[config.mk]
export PLATFORM = sky130hd
export DESIGN_NAME = detect_timestamp
export DESIGN_NICKNAME = d
export VERILOG_FILES = /design/src/rtl/detect_timestamp.sv
export SDC_FILE = /design/constraint.sdc
export NUM_CORES = 1
export LEC_CHECK = 0
export ABC_CLOCK_PERIOD_IN_PS = 4280
export BUFFER_PORTS_ARGS = -buffer_cell sky130_fd_sc_hd__buf_2
export CAP_MARGIN = 20
export CORE_MARGIN = 4
export CORE_UTILIZATION = 40
export CTS_CLUSTER_DIAMETER = 50
export DETAILED_ROUTE_END_ITERATION = 8
export GPL_TIMING_DRIVEN = 0
export PLACE_DENSITY_LB_ADDON = 0.08
export SETUP_SLACK_MARGIN = 0.15
export SLEW_MARGIN = 10
export SYNTH_ARGS = -nofsm -noshare
export SYNTH_HDL_FRONTEND = slang
export SYNTH_SLANG_ARGS = --single-unit
[constraint.sdc]
create_clock -name clk -period 4.28 [get_ports clk]
set_input_delay 0 -clock clk [delete_from_list [all_inputs] [get_ports clk]]
set_output_delay 0 -clock clk [all_outputs]
set_load 0.005 [all_outputs]
[src/rtl/detect_timestamp.sv]
// Timestamps single-cycle detect pulses against a free-running 32-bit timer and queues them in a 4-entry FWFT FIFO.
// Optional dead-time after each detect is compiled in with DETECT_TIMESTAMP_HOLDOFF_EN.
module detect_timestamp #(
  // Timer value during a ts_clear cycle; it counts up from CLEAR_VALUE + 1 on the next cycle.
  parameter logic [31:0] CLEAR_VALUE = 32'd0
) (
  input  logic        clk,
  input  logic        rst,
  input  logic        detect,
  input  logic        ts_clear,
  input  logic        rd_en,
`ifdef DETECT_TIMESTAMP_HOLDOFF_EN
  input  logic [31:0] holdoff,
`endif
  output logic [31:0] ts_data,
  output logic        ts_valid,
  output logic [2:0]  ts_count,
  output logic        overflow
);

  // Read side: ts_valid acts as "valid" and rd_en as "ready"; an entry leaves
  // the FIFO only on a cycle where both are 1, and rd_en with ts_valid=0 is ignored.

  logic [31:0] timer_q, timer_d;
  logic [31:0] mem_q [4];
  logic [31:0] mem_d [4];
  logic [1:0]  wr_ptr_q, wr_ptr_d;
  logic [1:0]  rd_ptr_q, rd_ptr_d;
  logic [2:0]  count_q, count_d;
  logic        ovf_q, ovf_d;

  logic        det_ok;
  logic        full;
  logic        pop;
  logic        push;

`ifdef DETECT_TIMESTAMP_HOLDOFF_EN
  logic [31:0] ho_q, ho_d;

  // Any accepted detect (stored or dropped) restarts the dead-time.
  always_comb begin
    ho_d = ho_q;
    if (ts_clear) begin
      ho_d = '0;
    end else if (det_ok) begin
      ho_d = holdoff;
    end else if (ho_q != 32'd0) begin
      ho_d = ho_q - 32'd1;
    end
  end

  always_ff @(posedge clk or negedge rst) begin
    if (!rst) begin
      ho_q <= '0;
    end else begin
      ho_q <= ho_d;
    end
  end

  assign det_ok = detect && !ts_clear && (ho_q == 32'd0);
`else
  assign det_ok = detect && !ts_clear;
`endif

  assign full = (count_q == 3'd4);
  assign pop  = rd_en && !ts_clear && (count_q != 3'd0);
  // A full FIFO still accepts a write when the head leaves in the same cycle.
  assign push = det_ok && (!full || pop);

  always_comb begin
    timer_d  = timer_q + 32'd1;
    mem_d    = mem_q;
    wr_ptr_d = wr_ptr_q;
    rd_ptr_d = rd_ptr_q;
    count_d  = count_q;
    ovf_d    = ovf_q;
    if (ts_clear) begin
      timer_d  = CLEAR_VALUE + 32'd1;
      wr_ptr_d = '0;
      rd_ptr_d = '0;
      count_d  = '0;
      ovf_d    = 1'b0;
    end else begin
      if (push) begin
        mem_d[wr_ptr_q] = timer_q;
        wr_ptr_d        = wr_ptr_q + 2'd1;
      end
      if (pop) begin
        rd_ptr_d = rd_ptr_q + 2'd1;
      end
      count_d = count_q + {2'b00, push} - {2'b00, pop};
      if (det_ok && full && !pop) begin
        ovf_d = 1'b1;
      end
    end
  end

  always_ff @(posedge clk or negedge rst) begin
    if (!rst) begin
      timer_q  <= '0;
      wr_ptr_q <= '0;
      rd_ptr_q <= '0;
      count_q  <= '0;
      ovf_q    <= 1'b0;
      for (int i = 0; i < 4; i++) begin
        mem_q[i] <= '0;
      end
    end else begin
      timer_q  <= timer_d;
      wr_ptr_q <= wr_ptr_d;
      rd_ptr_q <= rd_ptr_d;
      count_q  <= count_d;
      ovf_q    <= ovf_d;
      for (int i = 0; i < 4; i++) begin
        mem_q[i] <= mem_d[i];
      end
    end
  end

  assign ts_valid = (count_q != 3'd0);
  assign ts_count = count_q;
  assign ts_data  = ts_valid ? mem_q[rd_ptr_q] : 32'd0;
  assign overflow = ovf_q;

endmodule

### After elaboration in Yosys (flattened, before gate mapping)

Cells that the tools add are included.

| word-level totals | value |
|---|---|
| register bits | 168 |
| bits in latches | 0 |
| RAM bits | 0 |
| memory bits (read-only) | 0 |
| bits of input ports | 5 |
| output and inout port bits | 37 |
| logic and storage cells | 52 |
| memories kept | 0 |

| cells by class | value |
|---|---|
| $add $sub $neg | 5 |
| multiply operators | 0 |
| div/mod/pow operators | 0 |
| $lt $le $gt $ge | 3 |
| eq/ne operators | 1 |
| shift-type cells | 0 |
| muxes and demuxes | 15 |
| bitwise gates (word level) | 3 |
| reduce and logical (&&, ||, !) cells | 16 |

Operator list:

| cell | count |
|---|---|
| two-way mux 32 bit | 5 |
| bitwise mux 128 bit | 1 |
| binary-select mux 32 bit (select 2 bit) | 1 |
| demux 32 bit (select 2 bit) | 1 |
| adder 32 x 1 -> 32 bit, second input constant | 1 |
| two-way mux 2 bit | 4 |
| logical AND 1 bit | 7 |
| >= comparator 3 bit, second input constant | 2 |
| inverter 2 -> 3 bit | 2 |
| nonzero test 2 bit | 3 |
| adder 2 x 1 -> 2 bit, second input constant | 2 |
| adder 3 x 1 -> 3 bit | 1 |
| equality test 3 bit, second input constant | 1 |
| zero test 1 bit | 3 |
| < comparator 3 x 1 -> 1 bit, second input constant | 1 |
| two-way mux 3 bit | 1 |
| nonzero test 3 bit | 1 |
| subtractor 3 x 1 -> 3 bit | 1 |
| two-way mux 1 bit | 2 |
| AND reduction 2 bit | 1 |
| logical OR 1 bit | 1 |
| inverter 1 bit | 1 |

### Logic depth before layout (Yosys ltp)

| depth | value |
|---|---|
| depth after elaboration | 8 |
| gate-level depth with buffers | 11 |
| mapped depth without buffers | 10 |

### Worst setup path after synthesis

No wires, ideal clock.

| path | value |
|---|---|
| kind | register to register |
| start | reg count_q[2] (netlist: ts_count[2]) |
| end | reg count_q[2] (netlist: ts_count[2]) |
| setup time | 0.132 ns |
| arrival | 2.182 ns |
| required time | 4.148 ns |
| path slack | 1.966 ns |
| stages on the path, launching flop included | 11 |
| buffers on the path | 0 |
| period minus slack after synthesis | 2.314 ns |
| cells stage by stage | dfrtp_1 -> nor4b_1 -> nor3b_1 -> inv_1 -> ha_1 -> inv_1 -> ha_1 -> inv_1 -> fa_1 -> xnor2_1 -> nor2_1 |

| between the ends | value |
|---|---|
| cells in the longest elaborated chain, start to end | 7 |
| elaborated cells between the ends (all ways) | 9 |
| those cells by class | 2 x add/sub; 1 x eq/ne; 1 x mux; 5 x reduce/logical |

RTL lines:

| element | line | source |
|---|---|---|
| from (decl) | 29 | `logic [2:0] count_q, count_d;` |
| from (signal assigned) | 112 | `count_q <= count_d;` |
| equality test 3 bit / nonzero test 3 bit (equally long branches) | 65, 66 |  |
| zero test 1 bit / logical AND 1 bit (equally long branches) | 68, 66 |  |
| logical OR 1 bit | 68 | `assign push = det_ok && (!full \|\| pop);` |
| logical AND 1 bit | 68 |  |
| adder 3 x 1 -> 3 bit | 91 | `count_d = count_q + {2'b00, push} - {2'b00, pop};` |
| subtractor 3 x 1 -> 3 bit (*) | 91 |  |
| two-way mux 3 bit (*) | 77 | `if (ts_clear) begin` |
| named net count_d[2] | 29 |  |

Mark *: on every way through the listed nets, which the timed path passes. The rest lies on a longest branch.
A chain may end at the register's enable or synchronous reset.

### Worst setup path after layout

Ends and elaborated chain as after synthesis.

==> metrics.txt <==
period utilization 60.45%; clock transition at the register clock pins on the worst setup and hold paths after CTS 0.07 ns; pins over their slew limit 0; reg2reg path depth 10; grt total ovfl 0; die area 21,910 µm²; number of enable-type register cells in the synthesized netlist 0; average footprint of a synthesized cell 13.64 µm²; cell type of the slowest stage on the worst timing path sky130_fd_sc_hd__nor3b_1; number of search-and-repair iterations in the first detailed-routing pass 4; Setup Crit Path Kind flop to flop; share of final-layout standard cells stronger than drive strength 1 39.88%; final HPWL from detailed placement 10,960 µm; antenna violations before repair 0; global routing usage summed across all routing layers 16.61%; data required time at the worst endpoint 4.57 ns; worst voltage drop across the vdd grid 282.2 µV; DIE WIDTH 148.0 µm; slew of the pin with the lowest slew margin 0.7911 ns; endpoint of the worst-slack reg-to-reg timing path ts_count[2]; via count 4,686; worst min-delay path category input pin to asynchronous set/reset pin; clock tree from TritonCTS built; clk_lat worst skew 0.42 ns; number of nets with antenna violations after routing 0; endpoint class of the critical path flop; power share of the sequential group 44.7%; crit path cell chain nor4b_1 > nor3b_1 > inv_1 > ha_1 > inv_1 > ha_1 > inv_1 > fa_1 > xnor2_1 > nor2_1; count of buffers inserted at the top-level ports 40; asr flop ratio synth 100.0%; post-synthesis instance area 7844 µm²; power density over the cells 427.1 nW/µm²; wire length of the first global-routing pass 28,180 µm; critical-path maximum fanout 7; area of the core 19,020 µm²; largest net degree at the start of global routing 110; WL per Instance 18.42 µm; Setup TNS 0 ns; number of buffers inserted during clock tree synthesis 17; most common cell after layout, fill and taps aside sky130_fd_sc_hd__dfrtp_1; portion of total power attributed to combinational logic 15.7%; r2r setup slk 1.69 ns; total count of hold-check failures in the final report 0; number of filler cells placed in the layout 1,740; syn nets 588; length of routed met3 wiring 371 µm; clk_skew 0.01331 ns; type of element launching the critical path flop; result of the run finished, final reports clean; post-synthesis instance total 575; Net Sw Frac 26.97%; switching component of the power 1.041 mW; YS warnings 0; initial cell density of the core 41.24%; RSZ-0062 raised after global routing no; most numerous cell on the critical path sky130_fd_sc_hd__inv_1; clock root buffer sky130_fd_sc_hd__clkbuf_16; number of storage elements in the synthesis netlist 168; clock network power share 39.6%; top layer reached by signal wires met4; Syn-to-layout area delta 15.15%; worst slack on hold paths 0.1060 ns; layout net count 652; commonest register cell after synthesis sky130_fd_sc_hd__dfrtp_1; commonest non-fill, non-tap cells in the layout 168 x sky130_fd_sc_hd__dfrtp_1, 132 x sky130_fd_sc_hd__mux2_2, 57 x sky130_fd_sc_hd__buf_2; number of antenna cells inserted 0; Initial DRC Count 212; arrival time at the worst endpoint 2.88 ns; internal portion of total power 2.818 mW; IO Count 42; met2 WL post-DR 8545 µm; final wirelength 16,800 µm; DR vias/cell 5.138; residual DRC count 0; die height 148.0 µm; highest achievable clock rate 386.5 MHz; standard-cell rows 50; via count of the first global-routing pass 5,133; count of distinct cell types in the synthesized netlist 33; shortest clock period the worst path allows after layout 2.587 ns; part of the Yosys area used for sequential elements 53.60%; largest stage delay on the critical path 0.65 ns; Critical R2R Launch ts_count[2]; metal1 wirelength 7732 µm; Setup Viol. Count Final 0; tightest slew margin relative to the limit 47.26%; max-cap violations 0; setup fix buffers added after clock tree synthesis 0; H-tree depth reported by CTS 4; static leakage power 4.276 nW; Final Wtd Congestion 0.7215; Sink Count 168; largest buffer count on any clock path 2
## worst max path at each step
stage                      from     endpoint  slack [ns]  depth (start not counted)
floorplan           ts_count[2]  ts_count[2]        1.97                         10
global placement            rst    mem_q[49]        0.66                          1
detailed placement     ts_clear  ts_count[2]        1.57                         11
CTS                 rd_ptr_q[0]  ts_data[18]        1.66                          5
global route        ts_count[2]  ts_count[2]        1.51                         10
finish              ts_count[2]  ts_count[2]        1.69                         10
## layout make-up
type,instances,area [µm²],area share [%]
multi-input combinational,350,3373,37.35
clock inverter,12,138.9,1.538
sequential,168,4204,46.54
inverter,8,30.03,0.3325
timing repair buffer,45,277.8,3.075
buffer,49,236.5,2.618
clock buffer,20,446.7,4.945
tap,260,325.3,3.602
## cell families after synthesis
| family | count (synthesis) | share of synthesized area [%] |
|---|---|---|
| compound gates | 28 | 1.946 |
| xor+xnor | 18 | 2.010 |
| fa+ha+maj | 8 | 1.372 |
| buf+inv | 57 | 3.398 |
| flops | 168 | 53.60 |
| mux | 164 | 28.14 |
| simple gates | 132 | 9.539 |
## through the flow
step | setup slack [ns] | total power [mW] | util [%] | area, µm² | std cells
floorplan | 1.966 | 2.143 | - | 7844 | 575
global placement | 0.6643 | 2.356 | 44.01 | 8369 | 875
detailed placement | 1.568 | 2.379 | 44.20 | 8407 | 876
CTS | 1.662 | 3.934 | 47.49 | 9032 | 912
global route | 1.513 | 4.058 | 47.49 | 9032 | 912
finish | 1.693 | 3.858 | 47.49 | 9032 | 912
## synth_stat cells, types with 11 or more instances
| library cell | n | area (µm²) |
|---|---|---|
| sky130_fd_sc_hd__a21oi_1 | 14 | 70.07 |
| sky130_fd_sc_hd__and2_1 | 32 | 200.2 |
| sky130_fd_sc_hd__buf_2 | 18 | 90.09 |
| sky130_fd_sc_hd__clkbuf_1 | 23 | 86.33 |
| sky130_fd_sc_hd__dfrtp_1 | 168 | 4204 |
| sky130_fd_sc_hd__mux2_2 | 132 | 1486 |
| sky130_fd_sc_hd__mux4_2 | 32 | 720.7 |
| sky130_fd_sc_hd__nand2_1 | 15 | 56.30 |
| sky130_fd_sc_hd__nand3_1 | 12 | 60.06 |
| sky130_fd_sc_hd__nor2_1 | 24 | 90.09 |
| sky130_fd_sc_hd__or3_1 | 11 | 68.82 |
## repair_timing
item	4_1_cts	5_1_grt
hold endpoints to repair	63	0
hold buffers	4	0
resized for setup	0	0
## critical path, delay by kind of cell, from the launching register on
| family | cells | cell delay (ns) |
|---|---|---|
| and+or+nand+nor | 3 | 0.89 |
| adders and majority gates | 3 | 0.78 |
| xor gates and xnor gates | 1 | 0.17 |
| DFF | 1 | 0.41 |
| buffers and inverters | 3 | 0.19 |
## power groups by stage
stage / registers [mW] / logic [mW] / clock network, mW
after CTS: 1.73 / 0.631 / 1.58
after detailed placement: 1.75 / 0.624 / 0
after floorplan: 1.74 / 0.404 / 0
final: 1.73 / 0.605 / 1.53
after global placement: 1.75 / 0.609 / 0
after global routing: 1.73 / 0.678 / 1.65
## flip-flops by register name (all words and copies together) (netlist names)
signal	count
mem_q	128
overflow	1
rd_ptr_q	2
timer_q	32
ts_count	3
wr_ptr_q	2
## per-layer routing
layer  vias up  GRT usage [%]
met1      2439          21.53
li1       2189              -
met2        47          28.55
met5         -              0
met4         0          4.157
met3        11          3.587
Power figures use the tool's default switching activity.
